### config.mk
export PLATFORM = sky130hd
export DESIGN_NAME = countdown_timer
export DESIGN_NICKNAME = d
export VERILOG_FILES = /design/src/rtl/countdown_timer.sv
export SDC_FILE = /design/constraint.sdc
export NUM_CORES = 1
export LEC_CHECK = 0
export CORE_ASPECT_RATIO = 2
export CORE_MARGIN = 8
export CORE_UTILIZATION = 30
export DETAILED_ROUTE_END_ITERATION = 12
export GPL_ROUTABILITY_DRIVEN = 1
export GPL_TIMING_DRIVEN = 1
export HOLD_SLACK_MARGIN = 0.05
export PLACE_DENSITY = 0.42
export SLEW_MARGIN = 20
export SYNTH_ARGS = -nofsm -noshare
export SYNTH_HDL_FRONTEND = slang
export SYNTH_SLANG_ARGS = --single-unit
export TNS_END_PERCENT = 10
### constraint.sdc
create_clock -name clk -period 18.5 [get_ports clk]
set_clock_uncertainty 0.2 [all_clocks]
set_input_delay 1.85 -clock clk [delete_from_list [all_inputs] [get_ports clk]]
set_output_delay 1.85 -clock clk [all_outputs]
set_load 0.03 [all_outputs]
### src/rtl/countdown_timer.sv
`default_nettype none
// ============================================================================
// Module      : countdown_timer
// Description : MM:SS countdown timer. Holds the count as four BCD digits,
//               decrements once per second while running and raises an
//               alarm on reaching 00:00. Contains its own 1 s prescaler,
//               run/pause control FSM, BCD down-counter and 7-segment
//               encoders.
// Ports       : clk               - system clock, rising edge
//               rst               - synchronous reset, active low
//               load              - pulse, capture clamped preset
//               preset_min[6:0]   - preset minutes (binary, clamped to 99)
//               preset_sec[5:0]   - preset seconds (binary, clamped to 59)
//               start             - pulse, start/resume, acknowledge alarm
//               pause             - pulse, freeze counting
//               seg_*[7:0]        - 7-segment codes {dp, g..a}, active high
//               running           - high while counting
//               alarm             - high once 00:00 has been reached
// Revision    : 1.0 - initial release
// ============================================================================
module countdown_timer #(
    parameter int TICKS_PER_SEC = 50_000_000
) (
    input  logic       clk,
    input  logic       rst,
    input  logic       load,
    input  logic [6:0] preset_min,
    input  logic [5:0] preset_sec,
    input  logic       start,
    input  logic       pause,
    output logic [7:0] seg_minutes_tens,
    output logic [7:0] seg_minutes_units,
    output logic [7:0] seg_seconds_tens,
    output logic [7:0] seg_seconds_units,
    output logic       running,
    output logic       alarm
);

    localparam int c_PW = (TICKS_PER_SEC > 1) ? $clog2(TICKS_PER_SEC) : 1;
    localparam logic [c_PW-1:0] c_PRESC_MAX = c_PW'(TICKS_PER_SEC - 1);

    localparam logic [1:0] c_ST_IDLE   = 2'd0;
    localparam logic [1:0] c_ST_RUN    = 2'd1;
    localparam logic [1:0] c_ST_PAUSED = 2'd2;
    localparam logic [1:0] c_ST_DONE   = 2'd3;

    logic [1:0]      r_state;
    logic [1:0]      w_state_nxt;
    logic [c_PW-1:0] r_presc;
    logic [c_PW-1:0] w_presc_nxt;
    logic [3:0]      r_mt, r_mu, r_st, r_su;
    logic [3:0]      w_dec_mt, w_dec_mu, w_dec_st, w_dec_su;
    logic            w_borrow_s, w_borrow_t, w_borrow_u;
    logic            w_load_en;
    logic            w_dec_en;
    logic            w_tick;
    logic            w_count_zero;
    logic            w_last_sec;
    logic [6:0]      w_min_clamped;
    logic [6:0]      w_sec_clamped;
    logic [7:0]      w_min_bcd;
    logic [7:0]      w_sec_bcd;

    // Binary (0..99) to two BCD digits by repeated subtraction of ten.
    function automatic logic [7:0] bin_to_bcd(input logic [6:0] v);
        logic [3:0] tens;
        logic [6:0] rem;
        tens = 4'd0;
        rem  = v;
        for (int i = 0; i < 9; i++) begin
            if (rem >= 7'd10) begin
                rem  = rem - 7'd10;
                tens = tens + 4'd1;
            end
        end
        return {tens, 4'(rem)};
    endfunction

    function automatic logic [7:0] seg_encode(input logic [3:0] d);
        logic [7:0] s;
        case (d)
            4'd0:    s = 8'h3F;
            4'd1:    s = 8'h06;
            4'd2:    s = 8'h5B;
            4'd3:    s = 8'h4F;
            4'd4:    s = 8'h66;
            4'd5:    s = 8'h6D;
            4'd6:    s = 8'h7D;
            4'd7:    s = 8'h07;
            4'd8:    s = 8'h7F;
            4'd9:    s = 8'h6F;
            default: s = 8'h00;
        endcase
        return s;
    endfunction

    // ------------------------------------------------------------------
    // Preset clamp and conversion
    // ------------------------------------------------------------------
    assign w_min_clamped = (preset_min > 7'd99) ? 7'd99 : preset_min;
    assign w_sec_clamped = (preset_sec > 6'd59) ? 7'd59 : {1'b0, preset_sec};
    assign w_min_bcd     = bin_to_bcd(w_min_clamped);
    assign w_sec_bcd     = bin_to_bcd(w_sec_clamped);

    // ------------------------------------------------------------------
    // BCD down-count by one second; seconds tens wraps 0 -> 5.
    // Never used at 00:00, so the minutes-tens borrow cannot underflow.
    // ------------------------------------------------------------------
    assign w_borrow_s = (r_su == 4'd0);
    assign w_borrow_t = w_borrow_s && (r_st == 4'd0);
    assign w_borrow_u = w_borrow_t && (r_mu == 4'd0);
    assign w_dec_su   = w_borrow_s ? 4'd9 : r_su - 4'd1;
    assign w_dec_st   = !w_borrow_s ? r_st : ((r_st == 4'd0) ? 4'd5 : r_st - 4'd1);
    assign w_dec_mu   = !w_borrow_t ? r_mu : ((r_mu == 4'd0) ? 4'd9 : r_mu - 4'd1);
    assign w_dec_mt   = w_borrow_u ? r_mt - 4'd1 : r_mt;

    assign w_count_zero = (r_mt == 4'd0) && (r_mu == 4'd0) &&
                          (r_st == 4'd0) && (r_su == 4'd0);
    // The next decrement lands on 00:00.
    assign w_last_sec   = (r_mt == 4'd0) && (r_mu == 4'd0) &&
                          (r_st == 4'd0) && (r_su == 4'd1);
    assign w_tick       = (r_presc == c_PRESC_MAX);

    // ------------------------------------------------------------------
    // Control FSM: next state, prescaler next value, datapath enables.
    // Priority within a cycle is load > pause > start.
    // ------------------------------------------------------------------
    always_comb begin
        w_state_nxt = r_state;
        w_presc_nxt = r_presc;
        w_load_en   = 1'b0;
        w_dec_en    = 1'b0;
        case (r_state)
            c_ST_IDLE: begin
                if (load) begin
                    w_load_en = 1'b1;
                end else if (!pause && start && !w_count_zero) begin
                    w_state_nxt = c_ST_RUN;
                    w_presc_nxt = '0;
                end
            end
            c_ST_RUN: begin
                // The prescaler advances on the pause edge too, so the held
                // value already includes that cycle.
                if (w_tick) begin
                    w_presc_nxt = '0;
                    w_dec_en    = 1'b1;
                    if (w_last_sec) begin
                        w_state_nxt = c_ST_DONE;
                    end else if (pause) begin
                        w_state_nxt = c_ST_PAUSED;
                    end
                end else begin
                    w_presc_nxt = r_presc + c_PW'(1);
                    if (pause) begin
                        w_state_nxt = c_ST_PAUSED;
                    end
                end
            end
            c_ST_PAUSED: begin
                if (load) begin
                    w_load_en   = 1'b1;
                    w_state_nxt = c_ST_IDLE;
                    w_presc_nxt = '0;
                end else if (!pause && start) begin
                    w_state_nxt = c_ST_RUN;
                end
            end
            c_ST_DONE: begin
                if (load) begin
                    w_load_en   = 1'b1;
                    w_state_nxt = c_ST_IDLE;
                end else if (!pause && start) begin
                    w_state_nxt = c_ST_IDLE;
                end
            end
            default: begin
                w_state_nxt = c_ST_IDLE;
            end
        endcase
    end

    always_ff @(posedge clk) begin
        if (!rst) begin
            r_state <= c_ST_IDLE;
            r_presc <= '0;
        end else begin
            r_state <= w_state_nxt;
            r_presc <= w_presc_nxt;
        end
    end

    always_ff @(posedge clk) begin
        if (!rst) begin
            r_mt <= 4'd0;
            r_mu <= 4'd0;
            r_st <= 4'd0;
            r_su <= 4'd0;
        end else if (w_load_en) begin
            r_mt <= w_min_bcd[7:4];
            r_mu <= w_min_bcd[3:0];
            r_st <= w_sec_bcd[7:4];
            r_su <= w_sec_bcd[3:0];
        end else if (w_dec_en) begin
            r_mt <= w_dec_mt;
            r_mu <= w_dec_mu;
            r_st <= w_dec_st;
            r_su <= w_dec_su;
        end
    end

    // ------------------------------------------------------------------
    // Outputs
    // ------------------------------------------------------------------
    assign running           = (r_state == c_ST_RUN);
    assign alarm             = (r_state == c_ST_DONE);
    assign seg_minutes_tens  = seg_encode(r_mt);
    assign seg_minutes_units = seg_encode(r_mu);
    assign seg_seconds_tens  = seg_encode(r_st);
    assign seg_seconds_units = seg_encode(r_su);

endmodule
`default_nettype wire
-- Yosys cells after proc, flatten, opt, wreduce, memory -nomap -nowiden
Memories as Yosys holds them, arrays and structs flattened. A register that Yosys moved wholly into a read port is not among the register bits.
Index checks and enable logic that the tools add are counted.
- flip-flop bits (word level): 44
- bits in read-only memories: 448
- input port bits: 18
- logic and storage cells: 184
- memories kept: 4
- add/subtract/negate cells: 39
- $lt $le $gt $ge: 20
- equal/unequal tests: 10
- multiplexer cells: 79
- reduce and logical (&&, ||, !) cells: 26
- memory list (name ; words ; bits a word ; read ports ; clocked after Yosys merged registers in ; wr ports ; RTL line ; text):
    (no name shown) ; 16 ; 7 ; 1 ; 1 ; 0 ; 81 ; case (d)
    (no name shown) ; 16 ; 7 ; 1 ; 1 ; 0 ; 81 ;
    (no name shown) ; 16 ; 7 ; 1 ; 1 ; 0 ; 81 ;
    (no name shown) ; 16 ; 7 ; 1 ; 1 ; 0 ; 81 ;
- operator list (kind ; number):
    4-bit two-way mux ; 40
    7-bit by 4-bit greater-or-equal comparator with 1-bit output (second input constant) ; 17
    7-bit two-way mux ; 17
    7-bit by 4-bit subtractor with 7-bit output (second input constant) ; 15
    26-bit two-way mux ; 4
    26-bit case mux with 3 select lines ; 1
    4-bit by 1-bit adder with 4-bit output (second input constant) ; 16
    26-bit by 1-bit adder with 26-bit output (second input constant) ; 1
    26-bit equality test (second input constant) ; 1
    2-bit two-way mux ; 9
    4-bit zero test ; 4
    4-bit by 1-bit subtractor with 4-bit output (second input constant) ; 4
    1-bit logical AND ; 8
    2-bit case mux with 4 select lines ; 1
    4-bit AND reduction ; 2
    2-bit nonzero test ; 4
    4-bit subtractor (second input constant) ; 2
    7-bit > comparator (second input constant) ; 1
    6-bit by 4-bit subtractor with 7-bit output (second input constant) ; 1
    6-bit by 4-bit greater-or-equal comparator with 1-bit output (second input constant) ; 1
    6-bit > comparator (second input constant) ; 1
    1-bit two-way mux ; 6
    6-bit two-way mux ; 1
    2-bit inequality test (second input constant) ; 3
    other kinds (10) ; 14

-- Depth between registers and ports, before layout
Gate-level depths: netlist of run 1.
- word-level depth: 23
- gate-level depth with buffers: 72
- mapped depth without buffers: 69

-- Worst setup path before layout of run 1
No wires, ideal clock.
- path type: input to register
- start: input port preset_min[3]
- end: register seg_minutes_units[3] (netlist name)
- library setup time: 0.114 ns
- arrival time: 14.633 ns
- data required time: 18.186 ns
- slack: 3.553 ns
- stages: 69
- path buffers: 3
- cell sequence: o311a_1 > nor2_1 > inv_1 > ha_1 > nand2b_1 > a21bo_2 > clkbuf_1 > nand2_1 > o21ai_0 > ha_1 > inv_1 > o31a_1 > or3_1 > nand2_1 > inv_2 > xnor2_1 > inv_1 > ha_1 > [... 33 more ...] > ha_1 > and2_1 > o311ai_0 > mux2i_1 > nor4bb_1 > a21boi_1 > mux2i_1 > ha_1 > o21ai_0 > mux2i_1 > o21ai_1 > xor2_1 > a21oi_1 > and2_1 > inv_1 > ha_1 > nand3_1 > a21o_1
- word-level cells in the longest chain between the ends: 23
- elaborated cells on any way between the ends: 32
- those cells by class: 9 x add/sub; 10 x order compare; 13 x mux
- ends and longest elaborated chain (what ; RTL line ; text):
    start, declared ; 27 ; input logic [6:0] preset_min,
    7-bit > comparator ; 100 ; assign w_min_clamped = (preset_min > 7'd99) ? 7'd99 : preset_min;
    7-bit two-way mux * ; 100 ;
    7-bit by 4-bit subtractor with 7-bit output or 7-bit by 4-bit greater-or-equal comparator with 1-bit output (tied branches) ; 72, 71 ;
    7-bit two-way mux * ; 71 ; if (rem >= 7'd10) begin
    7-bit by 4-bit subtractor with 7-bit output or 7-bit by 4-bit greater-or-equal comparator with 1-bit output (tied branches) ; 72, 71 ;
    7-bit two-way mux * ; 71 ;
    7-bit by 4-bit subtractor with 7-bit output or 7-bit by 4-bit greater-or-equal comparator with 1-bit output (tied branches) ; 72, 71 ;
    7-bit two-way mux * ; 71 ;
    [... 6 more ...] ; -- ;
    7-bit by 4-bit subtractor with 7-bit output or 7-bit by 4-bit greater-or-equal comparator with 1-bit output (tied branches) ; 72, 71 ;
    7-bit two-way mux * ; 71 ;
    7-bit by 4-bit subtractor with 7-bit output or 7-bit by 4-bit greater-or-equal comparator with 1-bit output (tied branches) ; 72, 71 ;
    7-bit two-way mux * ; 71 ;
    7-bit by 4-bit greater-or-equal comparator with 1-bit output or 4-bit subtractor (tied branches) ; 71, 72 ;
    4-bit two-way mux * ; 71 ;
    4-bit two-way mux * ; 199 ; end else if (w_load_en) begin
    4-bit two-way mux (no line) * (2 in series) ; -- ;
Mark *: on every way between the ends. The rest lies on a longest branch, timed or not.
A chain may end at the register's enable or synchronous reset.

-- Worst setup path after layout of run 1
- start: input port preset_min[3]
- end: register seg_minutes_units[3] (netlist name)
- word-level cells in the longest chain between the ends: 23
- elaborated cells on any way between the ends: 32
- those cells by class: 9 x add/sub; 10 x order compare; 13 x mux
- ends and longest elaborated chain (what ; RTL line):
    7-bit > comparator ; 100
    7-bit two-way mux * ; 100
    7-bit by 4-bit subtractor with 7-bit output or 7-bit by 4-bit greater-or-equal comparator with 1-bit output (tied branches) ; 72, 71
    7-bit two-way mux * ; 71
    7-bit by 4-bit subtractor with 7-bit output or 7-bit by 4-bit greater-or-equal comparator with 1-bit output (tied branches) ; 72, 71
    7-bit two-way mux * ; 71
    7-bit by 4-bit subtractor with 7-bit output or 7-bit by 4-bit greater-or-equal comparator with 1-bit output (tied branches) ; 72, 71
    7-bit two-way mux * ; 71
    [... 6 more ...] ; --
    7-bit by 4-bit subtractor with 7-bit output or 7-bit by 4-bit greater-or-equal comparator with 1-bit output (tied branches) ; 72, 71
    7-bit two-way mux * ; 71
    7-bit by 4-bit subtractor with 7-bit output or 7-bit by 4-bit greater-or-equal comparator with 1-bit output (tied branches) ; 72, 71
    7-bit two-way mux * ; 71
    7-bit by 4-bit greater-or-equal comparator with 1-bit output or 4-bit subtractor (tied branches) ; 71, 72
    4-bit two-way mux * ; 71
    4-bit two-way mux * ; 199
    4-bit two-way mux (no line) * (2 in series) ; --
Marks and branches as above.

==> metrics.json, run 1 <==
{
  "yosys": {
    "synth_enable_flop_cells": 0,
    "synthFlopType": "dfxtp_1",
    "synthMostInstantiatedCell": "nand2_1",
    "post_synth_num_cell_types": 106,
    "synth.cells.most_frequent": "113 x nand2_1, 107 x nor2_1, 76 x a21oi_1, 72 x dfxtp_1, 68 x inv_1",
    "synth.avg_cell_area_sq_um": 7.32,
    "synth.area.top_cells": "dfxtp_1 16%, ha_1 9.0%, nand2_1 4.7%",
    "netlist_area_sq_um": 9040,
    "post_synth_inst_count": 1235,
    "async_sr_flop_fraction_pct": 0,
    "synth.top_cell.area_share_pct": 16.0,
    "synth_top_cell_by_area": "dfxtp_1",
    "synthesis.yosys.warnings": 0,
    "ys_ff_latch": 72,
    "synth_sequential_area_ratio_pct": 16.0
  },
  "global_route": {
    "globalRouteTotalUtil_pct": 14.1,
    "grt_start_max_net_pins": 34,
    "first_global_vias": 8880,
    "grt_antenna_before_repair": 0,
    "grt_pass1_wl_mm": 43.7,
    "grt.overflow.total": 0
  },
  "floorplan": {
    "die_area_sq_um": 36300,
    "placementRows": 90,
    "io_pins": 52,
    "fp.dieH_um": 261,
    "die_width_um": 139,
    "design.core.area_sq_um": 30000,
    "floorplan.initialDensity_pct": 30.2
  },
  "sta": {
    "final_period_minus_worst_setup_slack_ns": 16.89,
    "final_report_max_slew_violation_count": 0,
    "post-route-period-util_pct": 91.3,
    "finalSetupViolations": 0,
    "tns_ns": 0,
    "max_slew_margin_pct": 38.8,
    "grt_setup_unrepaired": "no",
    "timing.final.hold_violations": 0,
    "layout_setup_ws_ns": 1.61,
    "fmax_mhz": 59.2,
    "minimum_hold_slack_ns": 0.270,
    "timing_worst_slew_pin_value_ns": 0.918
  },
  "cells_and_area": {
    "fin_cells": 1634,
    "synthToLayoutAreaGrowth_pct": 12.6,
    "layout-drive-gt1-share_pct": 7.82,
    "antenna_cells_inserted": 0,
    "fillers": 3200,
    "fin_nets": 1344
  },
  "setup_path": {
    "cp-end-kind": "flip-flop",
    "rrSetupSlack_ns": 13.10,
    "worst-setup-path-type": "input pin to flip-flop",
    "slowest_stage": "clkdlybuf4s50_1",
    "cell_seen_most_often_among_critical_path_stages": "ha_1",
    "crit_path_max_fanout": 12,
    "required_ns": 18.53,
    "arrival_ns": 16.92,
    "slowest_delay_ns": 0.57,
    "start_kind": "input pin"
  },
  "clock_tree": {
    "tritoncts.num_buffers": 9,
    "cts-hold-fix-buffers": 0,
    "clk_transition_reported_paths_ns": 0.06,
    "ctsHtreeMaxLevel": 3,
    "cts_num_sinks": 72,
    "ctsRootBufferMaster": "clkbuf_16",
    "postCtsSetupRepairBufs": 0,
    "cts_tree": "built",
    "clk_path_buf_depth": 2,
    "clk_latency_ns": 0.34
  },
  "placed_design": {
    "place.port_buffers": 47,
    "post-dp-hpwl_mm": 20.3,
    "finalWeightedCongestion": 0.857,
    "place_inst": 1618,
    "dp_slack_ns": 1.11
  },
  "routing": {
    "postRouteAntennaNets": 0,
    "routed_wirelength_mm": 25.9,
    "route.detailed.wl_per_inst_um": 15.8,
    "detail_route.vias_per_cell": 5.65,
    "remaining_drc_errors": 0,
    "routed-via-count": 9224,
    "detailedRoute.firstIterationViolations": 620,
    "drt_pre_antenna_iters": 6
  },
  "outcome": {
    "outcome": "finished clean"
  },
  "worst_hold_path": {
    "min-delay-path-class": "flip-flop to flip-flop"
  },
  "job": {
    "max_cap_viol_count": 0
  }
}
## stage by stage
stage               area, sq um  utilization [%]
floorplan                  9050                -
global placement           9830             32.8
detailed placement         9830             32.8
CTS                       10200             33.9
global route              10200             34.0
finish                    10200             34.0
## layout make-up
class,instances,area (sq um),share of cell area (%)
multi-input cells,1054,7160,70.4
flip-flops and latches,72,1440,14.2
repair buffers,53,515,5.07
well taps,368,460,4.53
inverters,71,267,2.62
clock buffers,10,239,2.35
clock inverters,6,91.3,0.898
## path summary, 6_finish.rpt
path              depth (start not counted)           from              endpoint
setup / recovery                         66  preset_min[3]  seg_minutes_units[3]
hold / removal                            2     r_presc[6]            r_presc[6]
setup reg to reg                         17     r_presc[9]   seg_minutes_tens[3]
hold reg to reg                           2     r_presc[6]            r_presc[6]
## metal layers
layer | wire, um | part of all wire, % | track usage [%]
met4 | 437 | 1.7 | 4.14
met3 | 784 | 3.0 | 1.62
met2 | 12800 | 49 | 25.3
met1 | 11900 | 46 | 17.3
met5 | 0 | 0 | 0
## state kept, by name (all words and copies together) (netlist names)
signal / cells
seg_minutes_units: 7
r_st: 4
r_mu: 4
seg_minutes_tens: 7
r_mt: 4
seg_seconds_units: 7
r_su: 4
r_state: 2
r_presc: 26
seg_seconds_tens: 7
## kinds of logic (layout without fill, tap and decap cells)
family	after synthesis	count (layout)	synth area share, %
and+or+nand+nor	475	475	26.7
DFF	72	72	16.0
adders and majority gates	65	65	9.00
AOI/OAI and AO/OA	395	395	30.9
other	1	4	0.0415
buffers and inverters	112	140	5.12
muxes	43	43	5.14
xor gates and xnor gates	72	72	7.14
## layout by cell type, fill, tap and decap left out, types with 6 or more instances in the layout
cell and count:
or3_1 12, nor2b_1 11, mux2i_1 19, mux2_2 21
a21o_1 19, dfxtp_1 72, a211o_1 10, a21oi_1 76
nand4_1 13, a31o_2 9, o21a_1 11, and2_1 20
a211oi_1 19, xor2_1 30, nor3_1 47, nand2_1 113
ha_1 65, nor2_1 107, o22ai_1 10, buf_4 6
nand3_1 55, inv_1 68, nor4_1 10, o21ai_0 65
o21ai_1 16, a21boi_0 8, xnor2_1 39, nand2b_1 12
or2_2 9, a31oi_1 16, clkdlybuf4s50_1 47, a22oi_1 6
or4_1 6, and3_1 18, a311o_1 6, o211ai_1 18
o31ai_1 7, clkbuf_16 9
## repair_timing
item | CTS | global route
resized for setup | 0 | 3
endpoints found under the setup margin | 0 | 15
endpoints found under the hold margin | 0 | 0
## worst max-delay path, delay by kind of cell
family,cells,cell delay (ns)
buffers and inverters,10,1.44
xor gates and xnor gates,5,1.63
and+or+nand+nor,19,4.25
AOI/OAI and AO/OA,19,5.01
adders and majority gates,10,2.12
muxes,3,0.58
Power of run 1 is left out: the tool's default activity adds up to more than one toggle a clock period on the data nets, which glitch-free logic cannot reach.
==> inputs of run 2 (changes only) <==
Settings changed: CORE_ASPECT_RATIO 2 to unset.
==> metrics.json, run 2 (same netlist as run 1, synthesis figures left out) <==
{
  "clock_tree": {
    "postCtsSetupRepairBufs": {"value": 0, "change": "unchanged"},
    "tritoncts.num_buffers": {"value": 9, "change": "unchanged"},
    "ctsHtreeMaxLevel": {"value": 3, "change": "unchanged"},
    "ctsRootBufferMaster": "clkbuf_16",
    "clk_transition_reported_paths": {"value": 0.07, "unit": "ns", "change": "about the same"},
    "cts_tree": "built",
    "cts_num_sinks": {"value": 72, "change": "unchanged"},
    "clk_latency": {"value": 0.34, "unit": "ns", "change": "about the same"},
    "clk_path_buf_depth": {"value": 2, "change": "unchanged"}
  },
  "placed_design": {
    "post-dp-hpwl": {"value": 20.0, "unit": "mm", "change": "-1.3%"},
    "place.port_buffers": {"value": 47, "change": "unchanged"},
    "finalWeightedCongestion": {"value": 0.853, "change": "-0.44%"},
    "post_dp_cell_area": {"value": 9860, "unit": "sq um", "change": "+0.36%"}
  },
  "setup_path": {
    "slowest_stage": "clkdlybuf4s50_1",
    "start_kind": "input pin",
    "arrival": {"value": 16.87, "unit": "ns", "change": "-0.05 ns"},
    "worstSetupPathDepth": {"value": 67, "change": "+1.5%"},
    "slowest_delay": {"value": 0.57, "unit": "ns", "change": "about the same"},
    "critical_path.n_buffers_inverters": {"value": 11, "change": "+1"},
    "cell_seen_most_often_among_critical_path_stages": "ha_1",
    "worst-setup-path-type": "input pin to flip-flop",
    "cp-end-kind": "flip-flop",
    "crit_path_max_fanout": {"value": 11, "change": "-1"},
    "required": {"value": 18.53, "unit": "ns", "change": "about the same"},
    "reg2reg_depth": {"value": 17, "change": "unchanged"},
    "critical_path.top_delay_family": "compound AO/OA/AOI/OAI gates"
  },
  "routing": {
    "drt_pre_antenna_iters": {"value": 5, "change": "-1"},
    "remaining_drc_errors": {"value": 0, "change": "unchanged"},
    "postRouteAntennaNets": {"value": 0, "change": "unchanged"},
    "routed-via-count": {"value": 9152, "change": "-0.78%"},
    "routed_wirelength": {"value": 25.3, "unit": "mm", "change": "-2.2%"},
    "route.detailed.wl_per_inst": {"value": 15.3, "unit": "um", "change": "-3.5%"},
    "detail_route.vias_per_cell": {"value": 5.52, "change": "-2.2%"},
    "detailedRoute.firstIterationViolations": {"value": 673, "change": "+8.5%"}
  },
  "cells_and_area": {
    "top_register": "r_presc",
    "mostFrequentLayoutCell": "nand2_1",
    "cell_area_after_layout": {"value": 10200, "unit": "sq um", "change": "+0.33%"},
    "fin_nets": {"value": 1345, "change": "+0.074%"},
    "layout-drive-gt1-share": {"value": 7.89, "unit": "%", "change": "+0.073 points"},
    "number_of_flip_flops_in_the_largest_register": {"value": 26, "change": "unchanged"},
    "layout_common_cells": "113 x nand2_1, 107 x nor2_1, 76 x a21oi_1",
    "antenna_cells_inserted": {"value": 0, "change": "unchanged"},
    "synthToLayoutAreaGrowth_pct": 13.0,
    "fillers": {"value": 3220, "change": "+0.63%"}
  },
  "sta": {
    "max_slew_margin": {"value": 35.0, "unit": "%", "change": "-3.8 points"},
    "finalSetupViolations": {"value": 0, "change": "unchanged"},
    "fmax": {"value": 59.4, "unit": "MHz", "change": "+0.25%"},
    "timing.final.hold_violations": {"value": 0, "change": "unchanged"},
    "final_report_max_slew_violation_count": {"value": 0, "change": "unchanged"},
    "grt_setup_unrepaired": "no",
    "tns": {"value": 0, "unit": "ns", "change": "unchanged"},
    "timing_worst_slew_pin_value": {"value": 0.973, "unit": "ns", "change": "+0.0546 ns"},
    "final_period_minus_worst_setup_slack": {"value": 16.85, "unit": "ns", "change": "-0.0416 ns"},
    "minimum_hold_slack": {"value": 0.285, "unit": "ns", "change": "+0.0151 ns"},
    "post-route-period-util": {"value": 91.1, "unit": "%", "change": "-0.22 points"}
  },
  "worst_hold_path": {
    "whs_path_depth": {"value": 2, "change": "unchanged"},
    "min-delay-path-class": "flip-flop to flip-flop"
  },
  "floorplan": {
    "fp.dieH": {"value": 190, "unit": "um", "change": "-27%"},
    "die_width": {"value": 190, "unit": "um", "change": "+37%"},
    "floorplan.initialDensity": {"value": 30.5, "unit": "%", "change": "+0.32 points"},
    "placementRows": {"value": 63, "change": "-30%"},
    "die_area": {"value": 35900, "unit": "sq um", "change": "-0.93%"},
    "design.core.area": {"value": 29600, "unit": "sq um", "change": "-1.1%"},
    "io_pins": {"value": 52, "change": "unchanged"}
  },
  "global_route": {
    "grt_antenna_before_repair": {"value": 0, "change": "unchanged"},
    "first_global_vias": {"value": 8615, "change": "-3.0%"},
    "grt.overflow.total": {"value": 0, "change": "unchanged"},
    "globalRouteTotalUtil": {"value": 13.9, "unit": "%", "change": "-0.24 points"},
    "grt_start_max_net_pins": {"value": 34, "change": "unchanged"},
    "grt_pass1_wl": {"value": 42.6, "unit": "mm", "change": "-2.4%"}
  },
  "outcome": {
    "outcome": "finished clean"
  },
  "job": {
    "max_cap_viol_count": {"value": 0, "change": "unchanged"}
  }
}
-- run 2: stage by stage --
stage	worst slack (ns)	utilization, %	std cells
after floorplan	3.55	-	1238
after global placement	1.64	33.3	1641
after detailed placement	1.10	33.3	1641
after CTS	1.41	34.4	1657
after global routing	0.000590	34.4	1657
final	1.65	34.4	1657
-- run 2: repair_timing --
item                                    4_1_cts  5_1_grt
gates resized for setup                       0        3
hold buffers                                  0        0
endpoints found under the setup margin        0       16
-- run 2: worst paths after layout --
check / startpoint / end / slack, ns
min reg2reg: r_presc[6] / r_presc[6] / 0.29
max reg2reg: r_presc[10] / seg_minutes_tens[3] / 13.02
min: r_presc[6] / r_presc[6] / 0.29
max: preset_min[3] / seg_minutes_units[3] / 1.65
-- run 2: metal layers --
metal,GRT usage [%],part of all wire (%),up-vias
met3,1.68,2.6,35
met5,0,0,-
li1,-,-,4668
met2,22.9,46,173
met1,18.6,50,4276
met4,4.24,2.2,0
-- run 2: final cells by class --
type                            instances  area (sq um)  share of cell area (%)
Clock inverter                          7           104                    1.02
Tap cell                              390           488                    4.78
Inverter                               71           267                    2.61
Clock buffer                            9           225                    2.21
Timing Repair Buffer                   54           523                    5.12
Sequential cell                        72          1440                    14.1
Multi-Input combinational cell       1054          7160                    70.1
-- run 2: tightest hold or removal path: stages, from the launching register on --
cell,delay (ns)
dfxtp_1,0.33
a41oi_1,0.05
nor2_1,0.07
Power of run 2 is left out for the same reason.
